**src/rtl/otter_io_responder.sv**
```systemverilog
// Peripheral end of the MCU IOBUS. It provides switch input, an LED register, a
// down-counting timer and a button edge detector. Their events drive a registered
// level interrupt. The read path is combinational; all state updates on the rising clock edge.
module otter_io_responder #(
  parameter logic [31:0] BASE_ADDR = 32'h1100_0000,
  parameter int unsigned NUM_SW    = 16,
  parameter int unsigned NUM_LED   = 16,
  parameter int unsigned PRESCALE  = 1
) (
  input  logic               clk,
  input  logic               rst_n,
  input  logic [31:0]        iobus_addr,
  input  logic [31:0]        iobus_out,
  input  logic               iobus_wr,
  output logic [31:0]        iobus_in,
  input  logic [NUM_SW-1:0]  sw,
  input  logic               btn,
  output logic [NUM_LED-1:0] leds,
  output logic               intr
);

  localparam int unsigned PW = (PRESCALE > 1) ? $clog2(PRESCALE) : 1;

  localparam logic [31:0] ADDR_SW    = BASE_ADDR + 32'h00;
  localparam logic [31:0] ADDR_LED   = BASE_ADDR + 32'h20;
  localparam logic [31:0] ADDR_CTRL  = BASE_ADDR + 32'h40;
  localparam logic [31:0] ADDR_LOAD  = BASE_ADDR + 32'h44;
  localparam logic [31:0] ADDR_COUNT = BASE_ADDR + 32'h48;
  localparam logic [31:0] ADDR_STAT  = BASE_ADDR + 32'h4C;

  logic [NUM_SW-1:0]  sw_s1, sw_s2;
  logic               btn_s1, btn_s2, btn_d, btn_dd;
  logic [NUM_LED-1:0] led_q;
  logic [3:0]         ctrl_q, ctrl_d;
  logic [31:0]        load_q;
  logic [31:0]        count_q, count_d;
  logic [PW-1:0]      presc_q, presc_d;
  logic               tif_q, tif_d, bif_q, bif_d;
  logic               intr_q, intr_d;

  logic [31:0] addr_w;
  logic        wr_led, wr_ctrl, wr_load, wr_stat;
  logic        ten, arl, tick, tif_set, btn_rise;

  // Word address: the byte-lane bits are masked off so they never affect decode
  assign addr_w  = iobus_addr & ~32'h3;
  assign wr_led  = iobus_wr && (addr_w == ADDR_LED);
  assign wr_ctrl = iobus_wr && (addr_w == ADDR_CTRL);
  assign wr_load = iobus_wr && (addr_w == ADDR_LOAD);
  assign wr_stat = iobus_wr && (addr_w == ADDR_STAT);

  assign ten      = ctrl_q[0];
  assign arl      = ctrl_q[1];
  assign tick     = ten && (presc_q == PW'(PRESCALE - 1));
  assign btn_rise = btn_d & ~btn_dd;

  assign leds = led_q;
  assign intr = intr_q;

  // Input synchronisers plus the extra button stage used for edge detection
  always_ff @(posedge clk or negedge rst_n) begin
    if (!rst_n) begin
      sw_s1  <= '0;
      sw_s2  <= '0;
      btn_s1 <= 1'b0;
      btn_s2 <= 1'b0;
      btn_d  <= 1'b0;
      btn_dd <= 1'b0;
    end else begin
      sw_s1  <= sw;
      sw_s2  <= sw_s1;
      btn_s1 <= btn;
      btn_s2 <= btn_s1;
      btn_d  <= btn_s2;
      btn_dd <= btn_d;
    end
  end

  // Next-state logic for the timer, control, status and interrupt
  always_comb begin
    ctrl_d  = ctrl_q;
    count_d = count_q;
    presc_d = presc_q;
    tif_set = 1'b0;

    if (!ten || tick) presc_d = '0;
    else              presc_d = presc_q + PW'(1);

    if (tick) begin
      if (count_q != 32'd0) begin
        count_d = count_q - 32'd1;
      end else begin
        tif_set = 1'b1;
        if (arl) count_d = load_q;
        else     ctrl_d[0] = 1'b0;
      end
    end

    // A software write sets control. Enabling from idle restarts the count, and disabling freezes it.
    if (wr_ctrl) begin
      ctrl_d = iobus_out[3:0];
      if (iobus_out[0] && !ten) begin
        count_d = load_q;
        presc_d = '0;
      end else if (!iobus_out[0]) begin
        count_d = count_q;
        presc_d = '0;
      end
    end

    // W1C with hardware set winning over a same-edge clear
    tif_d  = (tif_q & ~(wr_stat & iobus_out[0])) | tif_set;
    bif_d  = (bif_q & ~(wr_stat & iobus_out[1])) | btn_rise;
    intr_d = (tif_q & ctrl_q[2]) | (bif_q & ctrl_q[3]);
  end

  // Architectural register state
  always_ff @(posedge clk or negedge rst_n) begin
    if (!rst_n) begin
      led_q   <= '0;
      ctrl_q  <= '0;
      load_q  <= '0;
      count_q <= '0;
      presc_q <= '0;
      tif_q   <= 1'b0;
      bif_q   <= 1'b0;
      intr_q  <= 1'b0;
    end else begin
      if (wr_led)  led_q  <= iobus_out[NUM_LED-1:0];
      if (wr_load) load_q <= iobus_out;
      ctrl_q  <= ctrl_d;
      count_q <= count_d;
      presc_q <= presc_d;
      tif_q   <= tif_d;
      bif_q   <= bif_d;
      intr_q  <= intr_d;
    end
  end

  // Combinational read mux; unmapped addresses read zero
  always_comb begin
    iobus_in = 32'h0;
    if      (addr_w == ADDR_SW)    iobus_in = 32'(sw_s2);
    else if (addr_w == ADDR_LED)   iobus_in = 32'(led_q);
    else if (addr_w == ADDR_CTRL)  iobus_in = 32'(ctrl_q);
    else if (addr_w == ADDR_LOAD)  iobus_in = load_q;
    else if (addr_w == ADDR_COUNT) iobus_in = count_q;
    else if (addr_w == ADDR_STAT)  iobus_in = {30'h0, bif_q, tif_q};
  end

endmodule

```
**config.mk**
```make
export PLATFORM = sky130hd
export DESIGN_NAME = otter_io_responder
export DESIGN_NICKNAME = d
export VERILOG_FILES = /design/src/rtl/otter_io_responder.sv
export SDC_FILE = /design/constraint.sdc
export NUM_CORES = 1
export LEC_CHECK = 0
export ABC_AREA = 1
export ABC_CLOCK_PERIOD_IN_PS = 1700
export BUFFER_PORTS_ARGS = -buffer_cell sky130_fd_sc_hd__buf_4
export CAP_MARGIN = 20
export CORE_MARGIN = 2
export CORE_UTILIZATION = 33
export DETAILED_ROUTE_END_ITERATION = 8
export GPL_ROUTABILITY_DRIVEN = 0
export PLACE_DENSITY = 0.6
export SYNTH_ARGS = -nofsm -noshare
export SYNTH_HDL_FRONTEND = slang
export SYNTH_SLANG_ARGS = --single-unit
```
**constraint.sdc**
```tcl
create_clock -name clk -period 1.7 [get_ports clk]
set_clock_uncertainty 0.1 [all_clocks]
set_input_delay 0.17 -clock clk [delete_from_list [all_inputs] [get_ports clk]]
set_output_delay 0.17 -clock clk [all_outputs]
set_load 0.01 [all_outputs]
```
# Word-level counts from Yosys, hierarchy flattened
# Cells that the tools add are included.
# W data, S select, Z words.
[totals]
inputBits = 84
ff_bits = 124
wordCells = 73
[classes]
n_bitwise = 14
addsub = 2
muxes = 22
reduce_logical = 11
n_eq_ne = 9
[ops]
columns = ["op", "count"]
rows = [
  ["$mux W32", 11],
  ["$eq A30 B27 Y1 const B", 6],
  ["$reduce_bool A32 Y1", 1],
  ["$sub A32 B1 Y32 const B", 1],
  ["$mux W1", 10],
  ["$and A1 B1 Y1", 7],
  ["$logic_and A1 B1 Y1", 6],
  ["$not A1 Y1", 4],
  ["$ne A3 B2 Y1 const B", 1],
  ["$or A1 B1 Y1", 3],
  ["$reduce_and A3 Y1", 1],
  ["$mux W2", 1],
  ["$ne A2 B1 Y1 const B", 1],
  ["$ne A2 B2 Y1 const B", 1],
  ["$reduce_bool A2 Y1", 1],
  ["$add A1 B1 Y1 const B", 1],
  ["$logic_not A1 Y1", 1],
  ["$logic_or A1 B1 Y1", 1],
]

# Logic depth before layout (Yosys ltp)
[depth]
depth_word = 7
mapped_depth = 14

# Worst setup path after synthesis
# Ideal clock, no wire load.
[synth_timing]
path_type = "reg-to-reg"
start = "reg count_q[0]"
end = "reg count_q[14]"
path_stages_with_launch = 11
n_path_buf = 0
synth_period_minus_slack_ns = 1.814
arrival_time_ns = 1.597
path_slack_ns = -0.114
required_time_ns = 1.484
path_cell_list = "dfrtp_1 inv_1 ha_1 nand2_1 nor2_1 nand2_1 xor2_1 o21ai_0 nand2_1 nand2_1 nand2_1"
[synth_via]
elab_chain_cells = 6
word_cells_on_any_way = 7
classes_between = "1 x add/sub; 5 x mux; 1 x reduce/logical"
[synth_rtl]
columns = ["item", "line", "source"]
rows = [
  ["start, declared", "36", "logic [31:0] count_q, count_d;"],
  ["start signal, assigned", "132", "count_q <= count_d;"],
  ["$sub A32 B1 Y32 or $reduce_bool A32 Y1 (tied branches)", "91, 90", ""],
  ["$mux W32 *", "90", "if (count_q != 32'd0) begin"],
  ["$mux W32 *", "89", "if (tick) begin"],
  ["$mux W32", "105", "end else if (!iobus_out[0]) begin"],
  ["$mux W32", "102", "if (iobus_out[0] && !ten) begin"],
  ["$mux W32 *", "100", "if (wr_ctrl) begin"],
]
# Mark *: on every way between the ends. The rest lies on a longest branch, timed or not. The select of a mux whose other input is x is not followed.
# A chain may end at the register's enable or synchronous reset.

# Final worst setup path
[layout_timing]
start = "reg count_q[1]"
end = "reg count_q[28]"
# Same word-level chain as after synthesis.

==> flow_summary.toml <==
[place]
placedCellCount = 1674
hpwlAfterDp_mm = 18.3
numPortBuffers = 130

[clock_network]
cts_buffers = 17
clock-root-buffer = "clkbuf_16"
clk_pin_slew_worst_paths_ns = 0.07
cts_buffer_depth = 2
cts_tree = "done"
clk_latency_ns = 0.42
htreeDepth = 4
cts.sinks = 124

[setup_path]
cp.arrival_ns = 2.20
crit_path_start = "count_q[1]"
r2r_cells = 12
crit_path_end_kind = "flop"
regToRegSetupSlack_ns = -0.24
crit_path_end = "count_q[28]"
critPathKind = "flop to flop"
crit_required_ns = 1.96
crit_chain = "inv_4 -> ha_4 -> nand2_4 -> nor2_4 -> nand3_4 -> nor2_4 -> buf_6 -> buf_8 -> a21oi_2 -> nand2_1 -> nand3_2 -> nand2_1"
cp_max_fo = 5
cpPeakStageDelay_ns = 0.45
r2r-start = "count_q[1]"
cp-start-kind = "flop"
rr_endpoint = "count_q[28]"
slowest_stage = "dfrtp_2"

[floorplanning]
start_util_pct = 33.5
dieArea_um2 = 24900
fp.dieW_um = 158
io-pin-count = 133
die_h_um = 158
rows = 56
core_area_um2 = 23300

[timing]
max_clock_freq_ghz = 0.515
slew_violations = 0
finalCritPeriodShare_pct = 114
rsz0062_at_grt = "yes"
setup_violations = 66
fin_ws_ns = -0.242
finalHoldViolCount = 0
period_minus_slack_ns = 1.94

[synth]
synth_warnings = 0
synth-edff-count = 0
syn-num-nets = 1218
post-synth-top-area-cell = "dfrtp_1"
yosys_register_bits = 124
syn-cell-area_um2 = 7810
yosys-top-cells-count = "390 x nand2_1, 164 x nor2_1, 124 x dfrtp_1"
synth_top_cell_area_share_pct = 39.7
async_flop_share_pct = 100
yosys-top-cells-area = "dfrtp_1 40%, nand2_1 19%, nor2_1 7.9%"
synth.avg_cell_area_um2 = 6.90
yosysMostFrequentCell = "nand2_1"
syn-instance-count = 1132
ys_types = 34
synth_top_flop_cell = "dfrtp_1"
synth_seq_area_share_pct = 39.7

[grt]
antenna_found_initial = 0
grt.total_usage_pct = 21.9
grt_pass1_vias = 8311
grt_remaining_overflow = 0
grt_max_degree = 46
grt_pass1_wl_mm = 42.7

[detailed_routing]
final_antenna_net_count = 0
finalWirelength_mm = 27.6
wl_met3_mm = 1.55
route.met2.wl_mm = 13.4
dr.pass1.iters = 5
top_layer_used = "met4"
num_vias = 8739
viasPerCell = 4.87
wl_per_cell_um = 15.4
m1WireLength_mm = 12.1
drt_iter0_drc = 602
drt_drc_violations_left = 0

[final_layout]
nFillCells = 2118
area_delta_synth_final_pct = 62.9
nets = 1547
layout-drive-gt1-share_pct = 40.3
diodes = 0
layoutNonFillerInstCount = 1793

[power_and_ir_drop]
peakVddDrop_mv = 0.487
swShare_pct = 25.3
internal_power_mw = 5.20
power_switching_mw = 1.76
finalPower_mw = 6.96
seqPwrFrac_pct = 43.2
p_clk_share_pct = 50.6
p_comb_share_pct = 6.2
power_density_nw_per_um2 = 547
leakagePower_nw = 6.55

[run_status]
failed_checks = "setup timing"
status = "finished, violations left"

[run]
cap_violations = 0

[min_path]
holdCritPathClass = "input pin to flop"
holdPathStages = 4
cells by family (layout without fill, tap and decap cells):
group	Yosys count	count (layout)	share of synthesized area, %
buffers and inverters	154	496	8.79
AO/OA/AOI/OAI	137	137	10.6
AND/OR/NAND/NOR	686	686	36.8
adder cells (fa/ha/maj)	2	2	0.320
other	1	1	0.0480
multiplexers	16	16	2.31
XOR/XNOR	12	12	1.34
flip-flops	124	124	39.7
per-layer routing:
layer | GRT usage (%) | vias up
li1 | - | 4271
met1 | 29.1 | 4134
met2 | 36.4 | 302
met3 | 3.97 | 32
met4 | 6.36 | 0
met5 | 0 | -
power by group through the flow:
stage	Clock [mW]	Combinational (mW)	Sequential, mW
after detailed placement	0	0.314	3.06
final	3.52	0.435	3.01
after global placement	0	0.309	3.06
after CTS	3.56	0.414	3.01
after global routing	3.73	0.480	3.01
after floorplan	0	0.0556	3.06
layout make-up:
| type | count | area [µm²] | area share, % |
|---|---|---|---|
| multi-input combinational | 854 | 4890 | 38.4 |
| timing repair buffer | 356 | 3350 | 26.3 |
| sequential | 124 | 3100 | 24.4 |
| clock buffer | 18 | 439 | 3.45 |
| inverter | 107 | 424 | 3.33 |
| tap | 319 | 399 | 3.14 |
| clock inverter | 14 | 119 | 0.934 |
| timing repair inverter | 1 | 8.76 | 0.0688 |
flip-flops by register name (all words and copies together) (netlist names), 4 cells and up:
signal and cells:
count_q 32, load_q 32, leds 16, sw_s1 16
sw_s2 16, ctrl_q 4
how the worst min path moves through the flow:
stage | start | to | slack (ns)
floorplan | rst_n | bif_q | -0.23
global placement | rst_n | count_q[31] | 0.04
detailed placement | rst_n | count_q[31] | 0.04
CTS | iobus_wr | tif_q | 0.05
global route | iobus_wr | tif_q | 0.10
finish | iobus_wr | bif_q | 0.07
critical path: cells and delay by family, from the launching register on:
family          cells  cell delay (ns)
compound gates      1             0.06
flops               1             0.45
simple gates        7             0.73
fa+ha+maj           1             0.15
buf+inv             3             0.38
cells in the final DEF, fill, tap and decap left out, types with 3 or more instances in the layout:
cell           synthesis  routed
inv_6                  0      12
a22oi_1               12       6
inv_4                  0       3
nor2_1               164     118
dlygate4sd3_1          0      50
a21oi_1               32      12
inv_1                100      89
a22oi_2                0       6
nand3_2                0      29
nand3_1               91      57
xor2_1                12      12
o21ai_2                6       6
nand2_4                1      22
buf_4                  5     217
mux2_2                16      16
buf_8                  0       4
clkbuf_16              0      18
nor2_4                 7      28
dfrtp_1              124     123
o21ai_1               17      25
o21ai_0               48      40
a32o_2                 0      13
nand3_4                3       8
nor2_2                 8      33
nand2_1              390     325
buf_6                  9      64
buf_12                 0      18
o211ai_1               6       6
inv_2                  6      12
a21oi_2                0      20
nand2_2                6      49
nand4_1               11      11
what timing repair did:
item | in CTS | in global routing
hold buffers | 50 | 0
gates cloned | 5 | 2
pin swaps | 83 | 108
hold endpoints to repair | 167 | 0
gates resized for setup | 137 | 203
setup buffers | 20 | 14
endpoints found under the setup margin | 65 | 66
metrics by stage:
step	setup TNS (ns)	cell area, µm²	hold slack, ns	setup slack [ns]	util (%)
after detailed placement	-12.57	10200	0.0383	-0.248	43.7
after CTS	-8.75	12000	0.0453	-0.198	51.3
final	-9.77	12700	0.0708	-0.242	54.6
after global placement	-10.38	10200	0.0403	-0.236	43.7
after floorplan	-0.00176	7840	-0.226	-0.00176	-
after global routing	-15.37	12700	0.100	-0.332	54.6
(Power assumes the default switching activity.)
